`config.mk`:
```
export PLATFORM = sky130hd
export DESIGN_NAME = lsu_mem_port
export DESIGN_NICKNAME = d
export VERILOG_FILES = /design/src/rtl/lsu_mem_port.sv
export SDC_FILE = /design/constraint.sdc
export NUM_CORES = 1
export LEC_CHECK = 0
export CAP_MARGIN = 5
export CORE_MARGIN = 4
export CORE_UTILIZATION = 42
export DETAILED_ROUTE_END_ITERATION = 10
export GPL_TIMING_DRIVEN = 1
export HOLD_SLACK_MARGIN = 0.12
export PLACE_DENSITY_LB_ADDON = 0.25
export SLEW_MARGIN = 20
export SYNTH_ARGS = -nofsm -noshare
export SYNTH_HDL_FRONTEND = slang
export SYNTH_SLANG_ARGS = --single-unit
```
`constraint.sdc`:
```
create_clock -name i_clk -period 2.1 [get_ports i_clk]
set_input_delay 0.315 -clock i_clk [delete_from_list [all_inputs] [get_ports i_clk]]
set_output_delay 0.315 -clock i_clk [all_outputs]
set_load 0.01 [all_outputs]
```
`src/rtl/lsu_mem_port.sv`:
```
// -----------------------------------------------------------------------------
// lsu_mem_port
//   Load/store unit between the memory stage and a handshaked, variable-latency
//   data memory. One access is in flight at a time. The request is aligned to
//   the memory word, byte-lane masks and store lanes are built at acceptance,
//   load data is extracted and sign/zero-extended, misaligned and illegal-size
//   accesses trap without touching memory, and a stalled memory is aborted
//   after TIMEOUT cycles (0 disables the abort).
//
// Ports
//   i_clk, i_rst_n                 clock, asynchronous active-low reset
//   i_req_* / o_req_ready          access request from the pipeline
//   o_rsp_* / i_rsp_ready          response back to the pipeline
//   o_mem_* / i_mem_ready          memory request channel
//   i_mem_rvalid, i_mem_rdata      memory read-data return
// -----------------------------------------------------------------------------
module lsu_mem_port #(
    parameter int ADDR_W  = 32,
    parameter int DATA_W  = 32,
    parameter int TIMEOUT = 255
) (
    input  logic                  i_clk,
    input  logic                  i_rst_n,
    input  logic                  i_req_valid,
    output logic                  o_req_ready,
    input  logic                  i_req_wen,
    input  logic [1:0]            i_req_size,
    input  logic                  i_req_unsigned,
    input  logic [ADDR_W-1:0]     i_req_addr,
    input  logic [DATA_W-1:0]     i_req_wdata,
    output logic                  o_rsp_valid,
    input  logic                  i_rsp_ready,
    output logic [DATA_W-1:0]     o_rsp_rdata,
    output logic                  o_rsp_trap,
    output logic                  o_rsp_timeout,
    output logic                  o_mem_valid,
    input  logic                  i_mem_ready,
    output logic [ADDR_W-1:0]     o_mem_addr,
    output logic                  o_mem_ren,
    output logic                  o_mem_wen,
    output logic [DATA_W-1:0]     o_mem_wdata,
    output logic [DATA_W/8-1:0]   o_mem_mask,
    input  logic                  i_mem_rvalid,
    input  logic [DATA_W-1:0]     i_mem_rdata
);

    localparam int MASK_W = DATA_W / 8;
    localparam int OFF_W  = $clog2(MASK_W);
    localparam int CNT_W  = (TIMEOUT > 0) ? $clog2(TIMEOUT + 1) : 1;
    localparam logic [CNT_W-1:0] CNT_LAST = CNT_W'((TIMEOUT > 0) ? (TIMEOUT - 1) : 0);

    typedef enum logic [1:0] {S_IDLE, S_REQ, S_WAIT, S_RESP} state_t;

    state_t               state_q;
    logic [CNT_W-1:0]     cnt_q;
    logic                 wen_q;
    logic [1:0]           size_q;
    logic                 uns_q;
    logic [OFF_W-1:0]     off_q;

    logic [OFF_W-1:0]     req_off_s;
    logic                 misalign_s;
    logic                 illegal_s;
    logic [15:0]          lane_base_s;
    logic [MASK_W-1:0]    mask_s;
    logic [DATA_W-1:0]    wdata_s;
    logic [DATA_W-1:0]    shifted_s;
    logic [3:0]           nbytes_s;
    logic                 fill_s;
    logic [DATA_W-1:0]    ext_s;
    logic                 timeout_hit_s;

    // Request decode: alignment check, lane mask and lane-shifted store data.
    always_comb begin
        req_off_s   = i_req_addr[OFF_W-1:0];
        lane_base_s = (16'd1 << (5'd1 << i_req_size)) - 16'd1;
        mask_s      = MASK_W'(lane_base_s) << req_off_s;
        wdata_s     = i_req_wdata << {req_off_s, 3'b000};
        illegal_s   = (i_req_size == 2'd3) && (DATA_W != 64);
        case (i_req_size)
            2'd0:    misalign_s = 1'b0;
            2'd1:    misalign_s = i_req_addr[0];
            2'd2:    misalign_s = |i_req_addr[1:0];
            default: misalign_s = |i_req_addr[2:0];
        endcase
    end

    // Load extraction: lanes above the access size are replaced by the fill bit,
    // so bytes outside the mask never reach the result.
    always_comb begin
        ext_s     = '0;
        shifted_s = i_mem_rdata >> {off_q, 3'b000};
        nbytes_s  = 4'd1 << size_q;
        case (size_q)
            2'd0:    fill_s = shifted_s[7]  & ~uns_q;
            2'd1:    fill_s = shifted_s[15] & ~uns_q;
            2'd2:    fill_s = shifted_s[31] & ~uns_q;
            default: fill_s = shifted_s[DATA_W-1] & ~uns_q;
        endcase
        for (int i = 0; i < MASK_W; i++) begin
            if (i < int'(nbytes_s)) begin
                ext_s[8*i +: 8] = shifted_s[8*i +: 8];
            end else begin
                ext_s[8*i +: 8] = {8{fill_s}};
            end
        end
        timeout_hit_s = (TIMEOUT != 0) && (cnt_q == CNT_LAST);
    end

    // Access state machine with registered outputs.
    always_ff @(posedge i_clk or negedge i_rst_n) begin
        if (!i_rst_n) begin
            state_q       <= S_IDLE;
            cnt_q         <= '0;
            wen_q         <= 1'b0;
            size_q        <= 2'd0;
            uns_q         <= 1'b0;
            off_q         <= '0;
            o_req_ready   <= 1'b1;
            o_rsp_valid   <= 1'b0;
            o_rsp_rdata   <= '0;
            o_rsp_trap    <= 1'b0;
            o_rsp_timeout <= 1'b0;
            o_mem_valid   <= 1'b0;
            o_mem_addr    <= '0;
            o_mem_ren     <= 1'b0;
            o_mem_wen     <= 1'b0;
            o_mem_wdata   <= '0;
            o_mem_mask    <= '0;
        end else begin
            case (state_q)
                S_IDLE: begin
                    if (i_req_valid) begin
                        o_req_ready <= 1'b0;
                        wen_q       <= i_req_wen;
                        size_q      <= i_req_size;
                        uns_q       <= i_req_unsigned;
                        off_q       <= req_off_s;
                        if (misalign_s || illegal_s) begin
                            state_q     <= S_RESP;
                            o_rsp_valid <= 1'b1;
                            o_rsp_trap  <= 1'b1;
                            o_rsp_rdata <= '0;
                        end else begin
                            state_q     <= S_REQ;
                            cnt_q       <= '0;
                            o_mem_valid <= 1'b1;
                            o_mem_ren   <= ~i_req_wen;
                            o_mem_wen   <= i_req_wen;
                            o_mem_addr  <= {i_req_addr[ADDR_W-1:OFF_W], {OFF_W{1'b0}}};
                            o_mem_wdata <= wdata_s;
                            o_mem_mask  <= mask_s;
                        end
                    end
                end
                S_REQ: begin
                    cnt_q <= cnt_q + 1'b1;
                    // Timeout wins over a ready arriving in the same cycle.
                    if (timeout_hit_s || i_mem_ready) begin
                        o_mem_valid <= 1'b0;
                        o_mem_ren   <= 1'b0;
                        o_mem_wen   <= 1'b0;
                        o_mem_addr  <= '0;
                        o_mem_wdata <= '0;
                        o_mem_mask  <= '0;
                        if (timeout_hit_s || wen_q) begin
                            state_q       <= S_RESP;
                            o_rsp_valid   <= 1'b1;
                            o_rsp_timeout <= timeout_hit_s;
                            o_rsp_rdata   <= '0;
                        end else begin
                            state_q <= S_WAIT;
                        end
                    end
                end
                S_WAIT: begin
                    cnt_q <= cnt_q + 1'b1;
                    if (timeout_hit_s) begin
                        state_q       <= S_RESP;
                        o_rsp_valid   <= 1'b1;
                        o_rsp_timeout <= 1'b1;
                        o_rsp_rdata   <= '0;
                    end else if (i_mem_rvalid) begin
                        state_q     <= S_RESP;
                        o_rsp_valid <= 1'b1;
                        o_rsp_rdata <= ext_s;
                    end
                end
                S_RESP: begin
                    if (i_rsp_ready) begin
                        state_q       <= S_IDLE;
                        o_req_ready   <= 1'b1;
                        o_rsp_valid   <= 1'b0;
                        o_rsp_trap    <= 1'b0;
                        o_rsp_timeout <= 1'b0;
                        o_rsp_rdata   <= '0;
                    end
                end
                default: begin
                    state_q     <= S_IDLE;
                    o_req_ready <= 1'b1;
                end
            endcase
        end
    end

endmodule

```
== Yosys cells after proc, flatten, opt, wreduce, memory -nomap -nowiden ==
Cells that the tools add are included.

* Register bits: 123
* Output and inout bits: 107

* Add/sub/neg operators: 2
* $lt $le $gt $ge: 4
* Eq/ne operators: 16
* Shift operators: 6
* Multiplexer cells: 62
* Bitwise operators: 5
* Reduce and logical (&&, ||, !) cells: 21

{| class="wikitable"
|+ Operators with widths
! kind !! number
|-
| two-way mux 32 bit || 12
|-
| one-hot mux 32 bit (2 select lines) || 2
|-
| one-hot mux 32 bit (4 select lines) || 1
|-
| two-way mux 8 bit || 6
|-
| left shift 32 x 5 -> 32 bit || 1
|-
| >> shifter 32 x 5 -> 32 bit || 1
|-
| two-way mux 1 bit || 20
|-
| one-hot mux 8 bit (2 select lines) || 1
|-
| != test 2 bit, second input constant || 7
|-
| two-way mux 2 bit || 6
|-
| two-way mux 4 bit || 3
|-
| one-hot mux 1 bit (2 select lines) || 6
|-
| AND reduction 4 bit || 3
|-
| adder 8 x 1 -> 8 bit, second input constant || 1
|-
| == test 2 bit, second input constant || 4
|-
| == test 8 bit, second input constant || 1
|-
| less-than comparator 1 x 4 -> 1 bit, first input constant || 2
|-
| less-than comparator 2 x 4 -> 1 bit, first input constant || 2
|-
| one-hot mux 2 bit (4 select lines) || 1
|-
| one-hot mux 4 bit (2 select lines) || 1
|-
| == test 2 x 1 -> 1 bit, second input constant || 3
|-
| zero test 2 bit || 3
|-
| one-hot mux 1 bit (3 select lines) || 2
|-
| AND reduction 3 bit || 2
|-
| 17 further kinds || 25
|}

== Longest topological paths before layout ==
* Depth after elaboration: 7
* Gate-level depth with buffers: 11

== Least setup slack after synthesis ==
OpenSTA, ideal clock, no wires.

* Path type: register -> register
* Start: register state_q[1]
* End: register o_rsp_rdata[10]
* Data arrival time: 2,012 ps
* Data required time: 1,975 ps
* Path slack: -37 ps
* Cell stages (with the launch flop): 9
* Path buffers: 2
* Clock period less this slack: 2,137 ps
* Path through: dfrtp_1 inv_1 ha_1 buf_2 a21boi_0 o22ai_1 nand3_1 buf_2 mux2_2

* Longest elaborated chain between the ends: 3

{| class="wikitable"
|+ RTL lines
! what !! line !! text
|-
| start: declaration || 54 || <nowiki>state_t state_q;</nowiki>
|-
| start signal: assignment || 113 || <nowiki>state_q <= S_IDLE;</nowiki>
|-
| start signal: assignment || 140 || <nowiki>state_q <= S_RESP;</nowiki>
|-
| start signal: assignment || 145 || <nowiki>state_q <= S_REQ;</nowiki>
|-
| == test 2 bit (tied with other cells) || 131 || <nowiki>case (state_q)</nowiki>
|-
| != test 3 bit (no line) / != test 2 bit (equally long branches) || -- ||
|-
| AND reduction 6 bit (no line) || -- ||
|-
| end signal: assignment || 186 || <nowiki>o_rsp_rdata <= ext_s;</nowiki>
|-
| end: declaration || 33 || <nowiki>output logic [DATA_W-1:0] o_rsp_rdata,</nowiki>
|}

Several ways; a longest one is shown, not always the timed one.
A chain may end at the register's enable or synchronous reset.

== Worst setup path after layout ==
* Start: register cnt_q[1]
* End: register o_mem_addr[17]

* Longest elaborated chain between the ends: 4

{| class="wikitable"
|+ RTL lines
! what !! line !! text
|-
| start: declaration || 55 || <nowiki>logic [CNT_W-1:0] cnt_q;</nowiki>
|-
| start signal: assignment || 157 || <nowiki>cnt_q <= cnt_q + 1'b1;</nowiki>
|-
| start signal: assignment || 177 || <nowiki>cnt_q <= cnt_q + 1'b1;</nowiki>
|-
| == test 8 bit || 107 || <nowiki>timeout_hit_s = (TIMEOUT != 0) && (cnt_q == CNT_LAST);</nowiki>
|-
| logical OR 1 bit || 159 || <nowiki>if (timeout_hit_s || i_mem_ready) begin</nowiki>
|-
| != test 2 bit (no line) || -- ||
|-
| AND reduction 4 bit (no line) || -- ||
|-
| end signal: assignment || 150 || <nowiki>o_mem_addr <= {i_req_addr[ADDR_W-1:OFF_W], {OFF_W{1'b0}}};</nowiki>
|-
| end: declaration || 38 || <nowiki>output logic [ADDR_W-1:0] o_mem_addr,</nowiki>
|}

No other way between the ends.

==> qor.json <==
{
  "worstSetupPathDepth": 7,
  "leakagePower_nw": 4.637,
  "async_reset_ff_frac": 1.000,
  "max_cap_violations": 0,
  "worst_hold_path_type": "primary input to flop",
  "post_synth_num_cell_types": 59,
  "drv_slew": 0,
  "number_of_global_route_vias_before_repair": 6034,
  "muxShareOfSynthArea": 0.1732,
  "status": "complete, no violations",
  "synth-simple-area-share": 0.1245,
  "layout.core_utilization": 0.6443,
  "worst_slew_pin_slew_ps": 598.1,
  "dp_hpwl_um": 14500,
  "cp_data_required_time_ps": 2390,
  "detailed_router_iteration_count_before_antenna_repair": 5,
  "crit_arrival_ps": 2320,
  "yosys_warnings": 0,
  "setup_viol": 0,
  "synth_compound_area_frac": 0.1753,
  "route.vias.total": 5764,
  "num_antenna_cells": 0,
  "ir_worst_vdd_mv": 0.8670,
  "worst_skew_pair.late_latency_ps": 410,
  "main_combinational_cell_family_by_area_after_synthesis": "compound AO/OA/AOI/OAI gates",
  "number_of_h_tree_levels": 4,
  "antenna_found_initial": 0,
  "rr_worst_depth": 7,
  "fin_crit_ps": 2028,
  "grt_max_degree": 77,
  "routed_wirelength_um": 19450,
  "kind_of_launch_point_of_the_worst_setup_path": "flop",
  "critical_path_class": "flop to flop",
  "post_synth_fa_ha_maj_area_fraction": 0.01516,
  "syn-mean-instance-area_um2": 10.75,
  "cp_max_fo": 18,
  "floorplan.core_area_mm2": 0.01531,
  "gp_congestion": 0.8798,
  "finalCritPeriodShare": 0.9656,
  "final_antenna_net_count": 0,
  "cell_with_the_largest_stage_delay_on_the_worst_path": "dfrtp_1",
  "clock_sinks": 121,
  "cellPowerDensity_mw_per_mm2": 1456,
  "tritoncts": "yes",
  "max_freq_mhz": 493.1,
  "post_synth_inst_count": 614,
  "core.rowCount": 45,
  "initial_core_util": 0.4311,
  "slew_headroom": 0.6012,
  "syn-cell-area_mm2": 0.006603,
  "worst_clock_skew_on_the_final_layout_ps": 4.751,
  "cpMostUsedCell": "buf_12",
  "critPathBufInv": 2,
  "die_height_um": 133.4,
  "drive_gt1_frac": 0.1639,
  "synthFlopType": "dfrtp_1",
  "worstPathCellList": "ha_1 -> nand4_1 -> or2_1 -> a22o_2 -> buf_12 -> buf_12 -> a21o_1",
  "layout.nets": 957,
  "global_route_wire_length_before_repair_um": 31520,
  "synth-edff-count": 0,
  "detail_route.iter0.violations": 231,
  "synth_seq_cells": 121,
  "critical-path-top-delay-family": "compound AO/OA/AOI/OAI gates",
  "io_buffer_count": 210,
  "final_instance_count_without_filler_cells": 1065,
  "max_stage_delay_on_crit_path_ps": 420,
  "clk_pin_slew_ps": 50,
  "rsz0062_at_grt": "true",
  "synth_xor_area_frac": 0.001327,
  "globalRouteOverflowTotal": 0,
  "floorplan.die_area_mm2": 0.01779,
  "detail_route.drc_violations": 0,
  "yosysSeqAreaShare": 0.4588,
  "route.detailed.vias_per_inst": 5.412,
  "ctsLongestPathBuffers": 2,
  "report.final.hold_viol_count": 0,
  "cts_setup_buffers": 0,
  "io_pins": 213,
  "grtUsageTotal": 0.2199,
  "cts-buffers-inserted": 17,
  "critical_path_sink_type": "flop",
  "floorplan.die.width_um": 133.4,
  "placed_cells": 1034,
  "cts_root_buffer": "clkbuf_16",
  "worstHoldPathCells": 2,
  "syn_to_final_growth_pct": 49.44,
  "routed_wire_length_per_instance_um": 18.26
}
[area by class of cell]
class | count | area [um^2]
Fill cell | 1235 | 5448
Inverter | 24 | 90.09
Timing Repair Buffer | 262 | 2587
Multi-Input combinational cell | 417 | 3268
Tap cell | 211 | 264.0
Clock inverter | 8 | 142.6
Sequential cell | 121 | 3030
Clock buffer | 22 | 484.2
[worst register-to-register path, stage by stage (launching register included)]
cell and delay, ps:
dfrtp_1 420, ha_1 220, nand4_1 150, or2_1 300, a22o_2 310, buf_12 170, buf_12 150, a21o_1 190
[power by group]
| part | switching (mW) | internal [mW] | total [mW] |
|---|---|---|---|
| combinational | 3.27 | 3.89 | 7.16 |
| sequential | 0.707 | 3.40 | 4.11 |
| clock | 1.00 | 2.09 | 3.09 |
[cell usage after synthesis, types with 9 or more instances]
master | instances | area [um^2]
inv_1 | 23 | 86.33
a21o_1 | 42 | 315.3
a2bb2oi_1 | 9 | 78.83
nor3b_1 | 31 | 232.7
mux2i_1 | 49 | 490.5
o22ai_1 | 10 | 62.56
o211ai_1 | 16 | 120.1
nand2_1 | 33 | 123.9
buf_2 | 18 | 90.09
nor2b_1 | 14 | 87.58
nor2_1 | 15 | 56.30
dfrtp_1 | 120 | 3003
a211oi_1 | 20 | 150.1
nor3_1 | 11 | 55.05
mux2_1 | 19 | 214.0
clkbuf_1 | 26 | 97.59
o21ai_0 | 17 | 85.08
mux2_2 | 39 | 439.2
[repair_timing]
item,CTS,global route
setup endpoints to repair,0,67
hold endpoints to repair,120,0
gates resized for setup,0,7
hold buffers,1,0
[per-layer routing]
metal,up-vias,part of all wire,track usage
met4,0,0.020,0.07371
met3,30,0.096,0.08610
met5,-,0,0
li1,2684,-,-
met2,246,0.48,0.3617
met1,2804,0.41,0.2649
[cell families (layout without fill, tap and decap cells)]
kind of cell	Yosys count	in the layout
AOI/OAI and AO/OA	156	156
xor gates and xnor gates	1	1
adders and majority gates	8	8
buffers and inverters	77	316
DFF	121	121
muxes	107	107
other	1	2
and+or+nand+nor	143	143
[cells in the final DEF (no fill, tap or decap), drive strengths merged, types with 2 or more instances in the layout]
cell type,count
o22a,2
nor2b,14
mux2,58
o21ai,17
o21bai,8
conb,2
nand2b,4
clkdlybuf4s50,208
a22o,2
a21oi,6
nand3,9
nor2,15
a32o,8
inv,23
nor3,12
dfrtp,120
mux2i,49
clkbuf,22
o22ai,10
o31ai,3
a21o,42
a211oi,20
clkinv,4
o31a,2
or2,4
ha,8
nand2,34
o211ai,16
a2bb2oi,9
and3,7
nor3b,31
buf,53
bufinv,4
nand3b,8
[stage by stage]
step | cell area (um^2) | setup WS, ps | hold WS, ps | TNS [ps] | power [mW]
after global placement | 9215 | -107.5 | 368.8 | -1714 | 11.08
after detailed placement | 9215 | -157.7 | 366.3 | -4000 | 11.30
after floorplan | 6606 | 18.47 | 19.41 | 0 | 7.799
final | 9867 | 72.21 | 256.8 | 0 | 14.37
after CTS | 9852 | 30.26 | 236.5 | 0 | 14.47
after global routing | 9867 | -21.85 | 251.6 | -207.8 | 15.26
[registers in the layout (all words and copies together) (netlist names)]
| register | flops |
|---|---|
| uns_q | 1 |
| o_mem_wen | 1 |
| o_mem_ren | 1 |
| size_q | 2 |
| o_rsp_valid | 1 |
| state_q | 2 |
| o_rsp_timeout | 1 |
| wen_q | 1 |
| o_mem_valid | 1 |
| o_mem_addr | 30 |
| off_q | 2 |
| o_mem_mask | 4 |
| o_mem_wdata | 32 |
| o_rsp_rdata | 32 |
| o_req_ready | 1 |
| o_rsp_trap | 1 |
| cnt_q | 8 |
[path summary, 6_finish.rpt]
check | start | endpoint | slack, ps
worst min register to register | o_mem_addr[27] | o_mem_addr[27] | 470
worst max-delay path | cnt_q[1] | o_mem_addr[17] | 70
worst min-delay path | i_req_addr[0] | off_q[0] | 260
max in group asynchronous | i_rst_n | o_mem_mask[3] | 1100
min in group asynchronous | i_rst_n | o_rsp_rdata[20] | 480
worst max register to register | cnt_q[1] | o_mem_addr[17] | 70
(Power assumes the default switching activity.)
